`config.mk`:
```
export PLATFORM = sky130hd
export DESIGN_NAME = regfile_wb_scheduler
export DESIGN_NICKNAME = d
export VERILOG_FILES = /design/src/rtl/rv32_pkg.sv /design/src/rtl/rr_arbiter2.sv /design/src/rtl/regfile_wb_scheduler.sv
export SDC_FILE = /design/constraint.sdc
export NUM_CORES = 1
export LEC_CHECK = 0
export BUFFER_PORTS_ARGS = -buffer_cell sky130_fd_sc_hd__buf_2
export CAP_MARGIN = 20
export CORE_UTILIZATION = 40
export CTS_BUF_LIST = sky130_fd_sc_hd__clkbuf_8 sky130_fd_sc_hd__clkbuf_16
export DETAILED_ROUTE_END_ITERATION = 16
export PLACE_DENSITY = 0.71
export SYNTH_ARGS = -nofsm -noshare
export SYNTH_HDL_FRONTEND = slang
export SYNTH_SLANG_ARGS = --single-unit
```
`constraint.sdc`:
```
create_clock -name clk -period 2.6 [get_ports clk]
set_clock_uncertainty 0.15 [all_clocks]
set_input_delay 0.13 -clock clk [delete_from_list [all_inputs] [get_ports clk]]
set_output_delay 0.13 -clock clk [all_outputs]
set_load 0.05 [all_outputs]
```
`src/rtl/rv32_pkg.sv`:
```
// rv32_pkg: shared widths, register-file geometry and writeback source IDs
package rv32_pkg;

    localparam int XLEN       = 32;
    localparam int REG_ADDR_W = 5;
    localparam int NUM_REGS   = 32;

    typedef enum logic {
        SRC_ALU = 1'b0,
        SRC_LSU = 1'b1
    } src_e;

    function automatic logic [1:0] src_onehot(input src_e s);
        return (s == SRC_ALU) ? 2'b01 : 2'b10;
    endfunction

endpackage

```
`src/rtl/rr_arbiter2.sv`:
```
// rr_arbiter2: two-way round-robin arbiter, req[0]=ALU, req[1]=LSU
module rr_arbiter2
    import rv32_pkg::*;
(
    input  logic       clk,
    input  logic       aresetn,
    input  logic [1:0] req,
    output logic [1:0] gnt
);

    src_e last;

    always_comb gnt = (req == 2'b11) ? src_onehot((last == SRC_ALU) ? SRC_LSU : SRC_ALU) : req;

    // Reset to LSU so the ALU wins the first contest
    always_ff @(posedge clk or negedge aresetn) begin
        if (!aresetn)
            last <= SRC_LSU;
        else if (|req)
            last <= gnt[1] ? SRC_LSU : SRC_ALU;
    end

endmodule

```
`src/rtl/regfile_wb_scheduler.sv`:
```
// regfile_wb_scheduler: arbitrates ALU/LSU writebacks onto one register-file write port and scoreboards pending writes
module regfile_wb_scheduler
    import rv32_pkg::*;
#(
    parameter int XLEN    = 32,
    parameter int MAX_OUT = 3,
    parameter int CNT_W   = 2
) (
    input  logic                  clk,
    input  logic                  aresetn,
    input  logic                  issue_en,
    input  logic [REG_ADDR_W-1:0] issue_rd,
    output logic                  issue_full,
    output logic [NUM_REGS-1:0]   busy,
    input  logic                  alu_valid,
    input  logic [REG_ADDR_W-1:0] alu_rd,
    input  logic [XLEN-1:0]       alu_data,
    output logic                  alu_ready,
    input  logic                  lsu_valid,
    input  logic [REG_ADDR_W-1:0] lsu_rd,
    input  logic [XLEN-1:0]       lsu_data,
    output logic                  lsu_ready,
    output logic                  rf_wr_en,
    output logic [REG_ADDR_W-1:0] rf_wr_addr,
    output logic [XLEN-1:0]       rf_wr_data,
    output logic                  sb_err
);

    localparam logic [CNT_W-1:0] MAX_C = CNT_W'(MAX_OUT);

    logic [1:0]            gnt;
    logic [CNT_W-1:0]      cnt [NUM_REGS];
    logic [NUM_REGS-1:0]   inc;
    logic [NUM_REGS-1:0]   dec;
    logic                  at_max;
    logic [REG_ADDR_W-1:0] sel_rd;
    logic [XLEN-1:0]       sel_data;

    rr_arbiter2 u_arb (
        .clk     (clk),
        .aresetn (aresetn),
        .req     ({lsu_valid, alu_valid}),
        .gnt     (gnt)
    );

    assign alu_ready = gnt[0];
    assign lsu_ready = gnt[1];
    assign sel_rd    = gnt[1] ? lsu_rd : alu_rd;
    assign sel_data  = gnt[1] ? lsu_data : alu_data;

    always_comb begin
        at_max     = cnt[issue_rd] == MAX_C;
        issue_full = issue_en && issue_rd != '0 && at_max;
        inc        = '0;
        dec        = '0;
        inc[issue_rd]   = issue_en && issue_rd != '0 && !at_max;
        dec[rf_wr_addr] = rf_wr_en;
        for (int r = 0; r < NUM_REGS; r++)
            busy[r] = cnt[r] != '0;
    end

    // A handshake to x0 completes but never reaches the register file
    always_ff @(posedge clk or negedge aresetn) begin
        if (!aresetn) begin
            rf_wr_en   <= 1'b0;
            rf_wr_addr <= '0;
            rf_wr_data <= '0;
        end else begin
            rf_wr_en <= (|gnt) && sel_rd != '0;
            if (|gnt) begin
                rf_wr_addr <= sel_rd;
                rf_wr_data <= sel_data;
            end
        end
    end

    // cnt[0] is only ever written by reset, so it stays zero
    always_ff @(posedge clk or negedge aresetn) begin
        if (!aresetn) begin
            for (int r = 0; r < NUM_REGS; r++)
                cnt[r] <= '0;
            sb_err <= 1'b0;
        end else begin
            for (int r = 1; r < NUM_REGS; r++) begin
                if (inc[r] && !dec[r])
                    cnt[r] <= cnt[r] + CNT_W'(1);
                else if (dec[r] && !inc[r] && cnt[r] != '0)
                    cnt[r] <= cnt[r] - CNT_W'(1);
            end
            sb_err <= sb_err | (rf_wr_en && cnt[rf_wr_addr] == '0);
        end
    end

endmodule

```
==> metrics <==
status=complete, but fails checks; failing checks=setup timing; Num CTS Buffers=9; most common cell after layout, fill and taps aside=buf_2; WP data required=2320 ps; Synth Cell Area=0.00711 sq mm; period utilisation layout=102%; RSZ-0062 raised after global routing=true; All-Layer GR Usage=28.2%; asr flop ratio synth=100%; R2R Setup Slk=-10 ps; first-pass GRT wire length=39500 um; FILL cells=1451; Yosys reg bits=102; Initial Util=41.0%; area of the core=0.0174 sq mm; pin count of the biggest net entering global routing=75; max_cap viols=0; clk_lat worst skew=370 ps; Max Fclk=376 MHz; Post-Syn Nets=886; CP Cell Sequence=mux4_2 > a211oi_4 > o221ai_4 > buf_12 > and2_4 > and3_4 > buf_6; Startpoint Class=flip-flop; most frequent cells in the layout=buf_2 (154), nor2_1 (145), dfrtp_1 (99), buf_4 (92), dlygate4sd3_1 (77); # DRC=0; crit-path max FO=6; die height=135 um; sequential cell area=0.00256 sq mm; final setup margin=-57.4 ps; Pins Over Slew Limit=0; Die W=135 um; number of cell rows=48; Mean Syn Cell Area=8.87 sq um; Clock Tree Root=clkbuf_16; Synth warnings=2; # clock sinks=102; GPL Wtd Cong=0.920; final hold vios=0; crit-path leading delay family=multiplexers; share of the yosys chip area belonging to registers=35.9%; Crit-path slowest cell=mux4_2; Post-synth EDFFs=0; Worst Path Class, Setup=reg2out; # port buffers=156; hold slack=63.3 ps; Netlist cell types=65; Finished Layout Cells=1327; Worst EP arrival=2380 ps; top_reg_cell synth=dfrtp_1; maximum vdd drop=0.486 mV; WP buf/inv=2; Worst Max-Slew Pin Slew=508 ps; Clock Tree Buf Depth=2; DR vias=7709; layout cells sized above 1=35.0%; CTS tree=yes; pwr dens=704 mW/mm^2; footprint of the multi-input gates=0.00441 sq mm; initial antenna violation count=1; nets=1180; Finish-stage setup viols=3; Area Growth Syn to Fin=41.3%; HPWL Detailed=17100 um; Vias/cell=5.81; Cells after DPL=1217; Avg WL per Cell=19.1 um; Slew HR=66.1%; Hold Crit Class=in2reg; Worst-path clk slew=80 ps; die area=0.0183 sq mm; IO Pins=158; Post-DRT Antenna Nets=0; Post-Route WL=25300 um; vias in the first global route=7455; crit end category=output port; Max stage delay on crit path=490 ps; Iter 0 DRT Violations=575; Leak=4.60 nW; total grt overflow=0; Tmin final=2660 ps; H-tree depth=3; Post-Syn Instances=802; Pre-antenna DRT Iters=5
[worst register-to-register path, delay by kind of cell, from the launching register on]
family / cells / cell delay, ps
buf+inv: 3 / 530
mux: 3 / 790
compound gates: 3 / 590
flops: 1 / 430
[worst paths after layout]
check                             end       from  cells past startpoint
setup reg to reg              cnt[38]     cnt[0]                      9
setup / recovery           issue_full    cnt[57]                      7
hold / removal               rf_wr_en  alu_rd[2]                      3
min in group asynchronous      cnt[5]    aresetn                      2
max in group asynchronous  u_arb.last    aresetn                      3
hold reg to reg                sb_err     sb_err                      1
[cells in the mapped netlist, types with 5 or more instances]
cell type	number	area [sq um]
nor3_1	24	120
a211oi_2	6	75.1
xor2_1	12	105
mux2i_1	21	210
nand3_1	11	55.1
nor2_1	145	544
a22oi_1	21	158
nand2_1	26	97.6
nor4_1	12	75.1
mux4_2	11	248
nand3b_1	20	150
o22a_1	11	96.3
clkbuf_1	30	113
dfrtp_1	101	2530
o21bai_1	8	60.1
and3_1	14	87.6
inv_1	25	93.8
a21oi_1	58	290
a211o_1	12	105
a2bb2oi_1	8	70.1
or3_1	5	31.3
or2_2	18	113
buf_2	11	55.1
nand2b_1	8	50.1
xnor2_1	16	140
a21boi_1	8	60.1
o21ai_0	9	45.0
mux2_2	39	439
o22ai_1	45	282
[flip-flops by register name, summed over array words and instances (netlist names)]
signal / cells
cnt: 62
rf_wr_en: 1
u_arb.last: 1
sb_err: 1
rf_wr_data: 32
rf_wr_addr: 5
[area by class of cell]
class,count,area share (%)
well taps,225,2.80
multi-input cells,624,43.9
flip-flops and latches,102,25.4
repair buffers,333,24.0
diodes,1,0.0249
clock buffers,9,2.24
inverters,26,0.971
clock inverters,7,0.660
[power breakdown]
part | leakage (nW) | internal [W] | total, W | switching [W]
clock network | 0.147 | 0.000677 | 0.00138 | 0.000703
registers | 1.26 | 0.00188 | 0.00219 | 0.000315
logic | 3.20 | 0.00130 | 0.00351 | 0.00221
[per-stage QoR]
stage / setup WS [ps] / util [%] / instance area (sq um) / setup TNS (ps) / total power [W]
6_report: -57.4 / 57.9 / 10100 / -66.4 / 0.00708
5_1_grt: -112 / 57.9 / 10100 / -543 / 0.00742
3_3_place_gp: -36.2 / 49.7 / 8630 / -211 / 0.00536
2_1_floorplan: 45.0 / - / 7110 / 0 / 0.00435
4_1_cts: -19.4 / 56.3 / 9780 / -19.4 / 0.00699
3_5_place_dp: -86.7 / 49.7 / 8630 / -674 / 0.00540
[cells by family (layout without fill, tap and decap cells)]
| logic type | after synthesis | after routing | synth area share [%] |
|---|---|---|---|
| AND/OR/NAND/NOR | 306 | 306 | 21.2 |
| AO/OA/AOI/OAI | 216 | 216 | 21.4 |
| flip-flops | 102 | 102 | 35.9 |
| buffers and inverters | 76 | 375 | 4.94 |
| multiplexers | 73 | 73 | 13.0 |
| XOR/XNOR | 28 | 28 | 3.45 |
| other | 1 | 2 | 0.0527 |
[what timing repair did]
action / in CTS / in global routing
gates cloned: 0 / 1
pin swaps: 6 / 15
endpoints found under the setup margin: 9 / 38
setup buffers: 7 / 8
hold buffers: 77 / 0
resized for setup: 8 / 32
hold endpoints to repair: 73 / 0
[metal layers]
metal,vias to the layer above,global-route usage [%],routed length [um]
met5,-,0,0
met4,0,14.3,1030
met3,67,6.47,2170
met2,434,45.8,12100
met1,3681,35.1,10000
li1,3527,-,-
Note: power is estimated with default switching activity, not from simulation.
